<file path="config.mk">
export PLATFORM = sky130hd
export DESIGN_NAME = smbus_event_rx
export DESIGN_NICKNAME = d
export VERILOG_FILES = /design/src/rtl/smbus_event_rx.sv
export SDC_FILE = /design/constraint.sdc
export NUM_CORES = 1
export LEC_CHECK = 0
export ABC_AREA = 1
export BUFFER_PORTS_ARGS = -buffer_cell sky130_fd_sc_hd__buf_4
export CAP_MARGIN = 20
export CORE_UTILIZATION = 25
export CTS_BUF_LIST = sky130_fd_sc_hd__clkbuf_16
export DETAILED_ROUTE_END_ITERATION = 10
export GPL_TIMING_DRIVEN = 1
export MAX_ROUTING_LAYER = met4
export PLACE_DENSITY = 0.39
export SLEW_MARGIN = 10
export SYNTH_ARGS = -nofsm -noshare
export SYNTH_HDL_FRONTEND = slang
export SYNTH_SLANG_ARGS = --single-unit
</file>
<file path="constraint.sdc">
create_clock -name clk -period 2.2 [get_ports clk]
set_clock_uncertainty 0.1 [all_clocks]
set_input_delay 0.11 -clock clk [delete_from_list [all_inputs] [get_ports clk]]
set_output_delay 0.11 -clock clk [all_outputs]
set_load 0.05 [all_outputs]
</file>
<file path="src/rtl/smbus_event_rx.sv">
// rtl/smbus_event_rx.sv - LTPI SMBus event receiver: frame-repeat dedup, peer forwarding, echo checking
module smbus_event_rx #(
  parameter int ECHO_TIMEOUT_FRAMES = 8,
  parameter int ERR_CNT_W           = 8
) (
  input  logic                 clk,
  input  logic                 reset,
  input  logic                 frm_valid_i,
  input  logic [3:0]           frm_event_i,
  input  logic                 echo_en,
  input  logic                 tx_event_stb_i,
  input  logic [3:0]           tx_event_i,
  output logic [3:0]           rx_event_o,
  output logic                 rx_event_stb_o,
  output logic                 echo_pending_o,
  output logic                 echo_ok_o,
  output logic                 echo_err_o,
  output logic                 echo_timeout_o,
  output logic                 invalid_evt_o,
  output logic [ERR_CNT_W-1:0] err_cnt_o
);

  localparam logic [3:0] EVT_IDLE          = 4'h0;
  localparam logic [3:0] EVT_START         = 4'h1;
  localparam logic [3:0] EVT_DATA_0        = 4'h2;
  localparam logic [3:0] EVT_DATA_1        = 4'h3;
  localparam logic [3:0] EVT_BIT_RCV       = 4'h4;
  localparam logic [3:0] EVT_STOP          = 4'h5;
  localparam logic [3:0] EVT_STOP_RCV      = 4'h7;
  localparam logic [3:0] EVT_START_ECHO    = 4'h8;
  localparam logic [3:0] EVT_DATA_0_ECHO   = 4'h9;
  localparam logic [3:0] EVT_DATA_1_ECHO   = 4'hA;
  localparam logic [3:0] EVT_DATA_RCV_ECHO = 4'hB;
  localparam logic [3:0] EVT_STOP_ECHO     = 4'hC;

  localparam logic [0:0] ST_IDLE      = 1'b0;
  localparam logic [0:0] ST_WAIT_ECHO = 1'b1;

  localparam logic [8:0] TIMEOUT = 9'(ECHO_TIMEOUT_FRAMES);

  logic [0:0]           state_q, state_d;
  logic [3:0]           last_q, last_d;
  logic [3:0]           expected_q, expected_d;
  logic [7:0]           frame_cnt_q, frame_cnt_d;
  logic [ERR_CNT_W-1:0] err_cnt_q, err_cnt_d;
  logic [3:0]           rx_event_q, rx_event_d;
  logic                 rx_stb_q, rx_stb_d;
  logic                 ok_q, ok_d;
  logic                 err_q, err_d;
  logic                 to_q, to_d;
  logic                 inv_q, inv_d;

  logic                 frm_is_peer, frm_is_echo, frm_is_idle;
  logic                 new_evt, new_peer, new_echo;
  logic                 tx_is_launch, launch;
  logic [3:0]           tx_echo_code;
  logic [8:0]           frame_cnt_inc;

  always_comb begin
    frm_is_idle  = (frm_event_i == EVT_IDLE);
    frm_is_peer  = (frm_event_i >= EVT_START) && (frm_event_i <= EVT_STOP_RCV);
    frm_is_echo  = (frm_event_i >= EVT_START_ECHO) && (frm_event_i <= EVT_STOP_ECHO);
    tx_is_launch = (tx_event_i >= EVT_START) && (tx_event_i <= EVT_STOP);
    case (tx_event_i)
      EVT_START:   tx_echo_code = EVT_START_ECHO;
      EVT_DATA_0:  tx_echo_code = EVT_DATA_0_ECHO;
      EVT_DATA_1:  tx_echo_code = EVT_DATA_1_ECHO;
      EVT_BIT_RCV: tx_echo_code = EVT_DATA_RCV_ECHO;
      default:     tx_echo_code = EVT_STOP_ECHO;
    endcase
  end

  // A repeat of the last valid code is the transmitter holding the event; only an idle frame re-arms it.
  always_comb begin
    new_evt  = frm_valid_i && (frm_is_peer || frm_is_echo) && (frm_event_i != last_q);
    new_peer = new_evt && frm_is_peer;
    new_echo = new_evt && frm_is_echo;
    last_d   = last_q;
    if (frm_valid_i && frm_is_idle) begin
      last_d = EVT_IDLE;
    end else if (new_evt) begin
      last_d = frm_event_i;
    end
    rx_stb_d   = new_peer;
    rx_event_d = new_peer ? frm_event_i : EVT_IDLE;
    inv_d      = frm_valid_i && !frm_is_idle && !frm_is_peer && !frm_is_echo;
  end

  always_comb begin
    launch        = echo_en && tx_event_stb_i && tx_is_launch;
    frame_cnt_inc = {1'b0, frame_cnt_q} + 9'd1;
    state_d       = state_q;
    expected_d    = expected_q;
    frame_cnt_d   = frame_cnt_q;
    ok_d          = 1'b0;
    err_d         = 1'b0;
    to_d          = 1'b0;
    if (!echo_en) begin
      state_d = ST_IDLE;
    end else begin
      if (state_q == ST_WAIT_ECHO) begin
        if (frm_valid_i) begin
          frame_cnt_d = frame_cnt_inc[7:0];
        end
        if (new_echo) begin
          ok_d    = (frm_event_i == expected_q);
          err_d   = (frm_event_i != expected_q);
          state_d = ST_IDLE;
        end else if (frm_valid_i && (frame_cnt_inc >= TIMEOUT)) begin
          to_d    = 1'b1;
          state_d = ST_IDLE;
        end
        // Relaunch before the old echo resolved is an overrun, reported as a single error.
        if (launch && !ok_d) begin
          err_d = 1'b1;
          to_d  = 1'b0;
        end
      end else if (new_echo) begin
        err_d = 1'b1;
      end
      if (launch) begin
        expected_d  = tx_echo_code;
        frame_cnt_d = 8'd0;
        state_d     = ST_WAIT_ECHO;
      end
    end
    err_cnt_d = err_cnt_q;
    if ((err_d || to_d) && (err_cnt_q != {ERR_CNT_W{1'b1}})) begin
      err_cnt_d = err_cnt_q + 1'b1;
    end
  end

  always_ff @(posedge clk or posedge reset) begin
    if (reset) begin
      state_q     <= ST_IDLE;
      last_q      <= EVT_IDLE;
      expected_q  <= EVT_IDLE;
      frame_cnt_q <= 8'd0;
      err_cnt_q   <= '0;
      rx_event_q  <= EVT_IDLE;
      rx_stb_q    <= 1'b0;
      ok_q        <= 1'b0;
      err_q       <= 1'b0;
      to_q        <= 1'b0;
      inv_q       <= 1'b0;
    end else begin
      state_q     <= state_d;
      last_q      <= last_d;
      expected_q  <= expected_d;
      frame_cnt_q <= frame_cnt_d;
      err_cnt_q   <= err_cnt_d;
      rx_event_q  <= rx_event_d;
      rx_stb_q    <= rx_stb_d;
      ok_q        <= ok_d;
      err_q       <= err_d;
      to_q        <= to_d;
      inv_q       <= inv_d;
    end
  end

  assign rx_event_o     = rx_event_q;
  assign rx_event_stb_o = rx_stb_q;
  assign echo_pending_o = (state_q == ST_WAIT_ECHO) && echo_en;
  assign echo_ok_o      = ok_q;
  assign echo_err_o     = err_q;
  assign echo_timeout_o = to_q;
  assign invalid_evt_o  = inv_q;
  assign err_cnt_o      = err_cnt_q;

endmodule

</file>
Word-level counts from Yosys, hierarchy flattened
Cells that the tools add are included.
Word-level totals
  flip-flop bits (word level): 34
Cells by class
  add/subtract/negate cells: 2
  reduce and logical (&&, ||, !) cells: 29
  mux-type cells: 27
  magnitude comparators: 7
  eq/ne operators: 8
Operator list (count)
  two-way mux 8 bit: 3
  two-way mux 1 bit: 20
  logical AND 1 bit: 17
  two-way mux 4 bit: 3
  one-hot mux 3 bit (4 select lines): 1
  adder 8 x 1 -> 9 bit (second input constant): 1
  >= comparator 9 x 4 -> 1 bit (second input constant): 1
  adder 8 x 1 -> 8 bit (second input constant): 1
  == test 4 x 2 -> 1 bit (second input constant): 2
  >= comparator 4 x 1 -> 1 bit (second input constant): 2
  <= comparator 4 x 3 -> 1 bit (second input constant): 2
  inequality test 4 bit: 2
  inequality test 8 bit (second input constant): 1
  nonzero test 2 bit: 3
  == test 4 x 1 -> 1 bit (second input constant): 1
  == test 4 x 3 -> 1 bit (second input constant): 1
  == test 4 bit: 1
  >= comparator 4 bit (second input constant): 1
  <= comparator 4 bit (second input constant): 1
  logical NOT 1 bit: 4
  logical NOT 4 bit: 1
  AND reduction 3 bit: 1
  logical OR 1 bit: 2
  AND reduction 2 bit: 1

Depth between registers and ports, before layout
  depth in word-level cells: 16
  gate-level depth with buffers: 14
  gate-level depth less buffers: 13

Worst setup path before layout
Ideal clock, no wire load.
  path type: register to register
  start point: register err_cnt_q[0] (netlist: err_cnt_o[0])
  end point: register err_cnt_q[6] (netlist: err_cnt_o[6])
  stages on the path, launching flop included: 8
  setup time: 0.065 ns
  data required time: 2.035 ns
  arrival time: 1.695 ns
  buffers on the path: 0
  slack: 0.339 ns
  period minus slack after synthesis: 1.861 ns
  path through: dfrtp_1 ha_1 nand3_1 nor2_1 nand3_2 nand2_4 nand2_1 nand2_1
On the way
  longest elaborated chain between the ends: 2
RTL lines
  start, declared: line 45  | logic [ERR_CNT_W-1:0] err_cnt_q, err_cnt_d;
  start signal, assigned: line 151  | err_cnt_q <= err_cnt_d;
  branches (longest 2 deep; another with adder 8 x 1 -> 8 bit)
Several ways; the timed one is not identified.
A chain may end at the register's enable or synchronous reset.

Worst setup path after layout
  start point: register frame_cnt_q[0]
  end point: register err_cnt_q[4] (netlist: err_cnt_o[4])
On the way
  longest elaborated chain between the ends: 10
RTL lines
  start, declared: line 44  | logic [7:0] frame_cnt_q, frame_cnt_d;
  start signal, assigned: line 150  | frame_cnt_q <= frame_cnt_d;
  adder 8 x 1 -> 9 bit: line 91  | frame_cnt_inc = {1'b0, frame_cnt_q} + 9'd1;
  >= comparator 9 x 4 -> 1 bit: line 109  | end else if (frm_valid_i && (frame_cnt_inc >= TIMEOUT)) begin
  logical AND 1 bit: line 109
  two-way mux 1 bit: line 109
  two-way mux 1 bit: line 105  | if (new_echo) begin
  two-way mux 1 bit: line 114  | if (launch && !ok_d) begin
  two-way mux 1 bit: line 101  | if (state_q == ST_WAIT_ECHO) begin
  two-way mux 1 bit: line 98  | if (!echo_en) begin
  logical OR 1 bit: line 128  | if ((err_d || to_d) && (err_cnt_q != {ERR_CNT_W{1'b1}})) begin
  logical AND 1 bit: line 128
Every way passes these cells.

==> run metrics <==
I/O pins 31; R2R Path Start frame_cnt_q[0]$_DFFE_PP0P_; status finished clean; critical path type register to register; initial detailed-routing violation count just over 80; Max Clk Rate approximately 0.54 GHz; cts bufs inserted 5; worst skew pair latency 280 ps; post-layout min period between 1500 and 2000 ps; Hold Crit Depth 3; Post-route DRC 0; DR pass1 iterations 4; Via density just over 4; TritonCTS clock tree done; Clock Path Buffers 2; via count ~1600; Warnings, synthesis 0; Post-Syn Instances between 200 and 250; PnR worst setup slack around 360 ps; Seq/Total Area, Yosys 0.4582; Die Y roughly 90 µm; RSZ-0062 raised after global routing no; peak supply drop roughly 0.00025 V; Ant. Diodes 0; pin count of the biggest net entering global routing 35; Seq. cell area roughly 850 µm²; required time worst endpoint roughly 2300 ps; Final setup viols 0; Post-Place Cell Area approximately 0.0022 mm²; net count after synthesis approximately 250; htree depth 2; largest family of logic cells by synthesized area simple AND/OR/NAND/NOR gates; Synth Area in Compound Gates 0.06402; Yosys cell types 27; Tot Pwr around 1.9 mW; initial antenna violation count 0; final net count ~300; synthesized-area fraction occupied by adder cells 0.01348; critical path arrival 1900 ps; total grt overflow 0; pre-CTS setup slack roughly 350 ps; dpl hpwl between 2 and 3 mm; hold wc startpoint frm_event_i[1]; Total GRT Usage 0.1236; CP Capture Type register; reg2reg path depth 11; # fillers about 800; setup slack, reg-to-reg around 360 ps; most frequent cells in the layout nand2_1 (73), dfrtp_1 (34), buf_4 (33), inv_1 (32), nand3_1 (22); Die X 88.18 µm; vias in the first global route approximately 1500; #FFs+latches synth 34; Hold EP rx_event_o[1]$_DFF_PP0_; Multi-input gate area approximately 860 µm²; FP Rows 31; TNS Setup 0 ps; Clock Pin Slew Worst Setup and Hold Paths about 50 ps; XOR/XNOR Fraction of Synth Area 0.06132; mux contribution to synthesized area 0; Post-DRT Antenna Nets 0; most common cell after layout, fill and taps aside nand2_1; port buffer count 30; core footprint between 0.007 and 0.008 mm²; reg2reg end err_cnt_o[4]$_DFFE_PP0P_; Leakage about 1.2 nW; Mapped Area approximately 0.0019 mm²; first-pass GRT wire length roughly 7.1 mm; post-CTS sizing 0; Final Cell Area 0.002364 mm²; P per Cell Area between 800 and 900 mW/mm²; Post-Synth Simple-Gate Area 0.3248; Final Max Slew Viols 0; Starting Density 0.2574; Routed WL per cell 10.80 µm; Placer Congestion 0.8488; area delta synth->final 27.29%; final hold vios 0; Die ar. roughly 0.008 mm²; share of layout cells above drive strength 1 0.2086; Max Cap Viol 0; type of origin of the critical path register; Worst Path Max Fanout 9; Clk Tree Root Cell clkbuf_16; final WL 4.073 mm; Hold Path Class primary input to register; Sink Count 34; Final period util 0.8357; Synth Area per Inst slightly below 8 µm²
==> area by class of cell <==
cell class              instances  share of cell area
clock inverters                 2            0.003176
clock buffers                   5             0.05294
well taps                      99             0.05241
inverters                      33             0.05241
multi-input cells             169              0.3658
repair buffers                 35              0.1133
flip-flops and latches         34              0.3600
==> what timing repair did <==
action,in CTS,in global routing
setup endpoints to repair,0,0
endpoints found under the hold margin,35,0
buffers inserted,0,0
hold buffers,2,0
==> logic make-up (layout without fill, tap and decap cells) <==
group,Yosys count,count (layout)
compound gates,20,20
simple gates,133,133
other cells,1,1
fa+ha+maj,2,2
flops,34,34
xor+xnor,13,13
buf+inv,36,75
==> worst max path at each step <==
stage | end | cells past startpoint | from | slack [ps]
final | err_cnt_o[4]$_DFFE_PP0P_ | 11 | frame_cnt_q[0]$_DFFE_PP0P_ | 360
after floorplan | err_cnt_o[6]$_DFFE_PP0P_ | 7 | err_cnt_o[0]$_DFFE_PP0P_ | 340
after detailed placement | err_cnt_o[3]$_DFFE_PP0P_ | 11 | frame_cnt_q[0]$_DFFE_PP0P_ | 350
after global routing | err_cnt_o[4]$_DFFE_PP0P_ | 13 | frame_cnt_q[0]$_DFFE_PP0P_ | 140
after global placement | err_cnt_o[3]$_DFFE_PP0P_ | 11 | frame_cnt_q[0]$_DFFE_PP0P_ | 380
after CTS | err_cnt_o[3]$_DFFE_PP0P_ | 11 | frame_cnt_q[0]$_DFFE_PP0P_ | 340
==> flip-flops by register name, indices dropped and copies added, names as in the netlist <==
| name | cells |
|---|---|
| last_q | 4 |
| rx_event_stb_o | 1 |
| echo_timeout_o | 1 |
| state_q | 1 |
| invalid_evt_o | 1 |
| expected_q | 4 |
| err_cnt_o | 8 |
| rx_event_o | 4 |
| echo_err_o | 1 |
| echo_ok_o | 1 |
| frame_cnt_q | 8 |
==> cells in the mapped netlist (all sizes together) <==
master,instances,share of area
nor3,4,0.011
nand4,2,0.010
xnor2,5,0.024
o21ai,9,0.024
o211ai,3,0.012
a21oi,5,0.015
buf,3,0.0094
nand3,24,0.070
conb,1,0.0020
a21boi,1,0.0040
o21bai,2,0.0081
or2,1,0.0034
nand2,79,0.17
xor2,8,0.038
ha,2,0.013
dfrtp,34,0.46
inv,33,0.067
nor2,23,0.057
==> worst max-delay path: stages, from the launching register on <==
cell	delay, ps
dfrtp_1	400
ha_1	200
nand2_2	90
nor2_4	100
xor2_1	180
nor2_1	70
a21oi_2	160
nand2_2	90
nand2_4	120
nand2_4	100
nand2_1	70
nand2_1	50
==> metrics by stage <==
step,instances,utilization,hold WS [ps]
6_report,377,0.3276,7.028
3_3_place_gp,368,0.3065,153.6
4_1_cts,377,0.3276,4.911
2_1_floorplan,239,-,116.2
5_1_grt,377,0.3276,24.85
3_5_place_dp,368,0.3065,160.1
==> power breakdown <==
| group | internal, mW | switching [mW] |
|---|---|---|
| combinational | 0.173 | 0.309 |
| sequential | 0.712 | 0.0841 |
| clock | 0.404 | 0.248 |
| total | 1.29 | 0.640 |
==> routing by layer <==
layer  GRT usage  part of all wire  vias to the layer above
met3     0.02922             0.036                        5
met2      0.1825              0.44                       26
met4     0.04692             0.013                        0
met5           -                 0                        -
li1            -                 -                      821
met1      0.1631              0.51                      704
(Power assumes the default switching activity.)
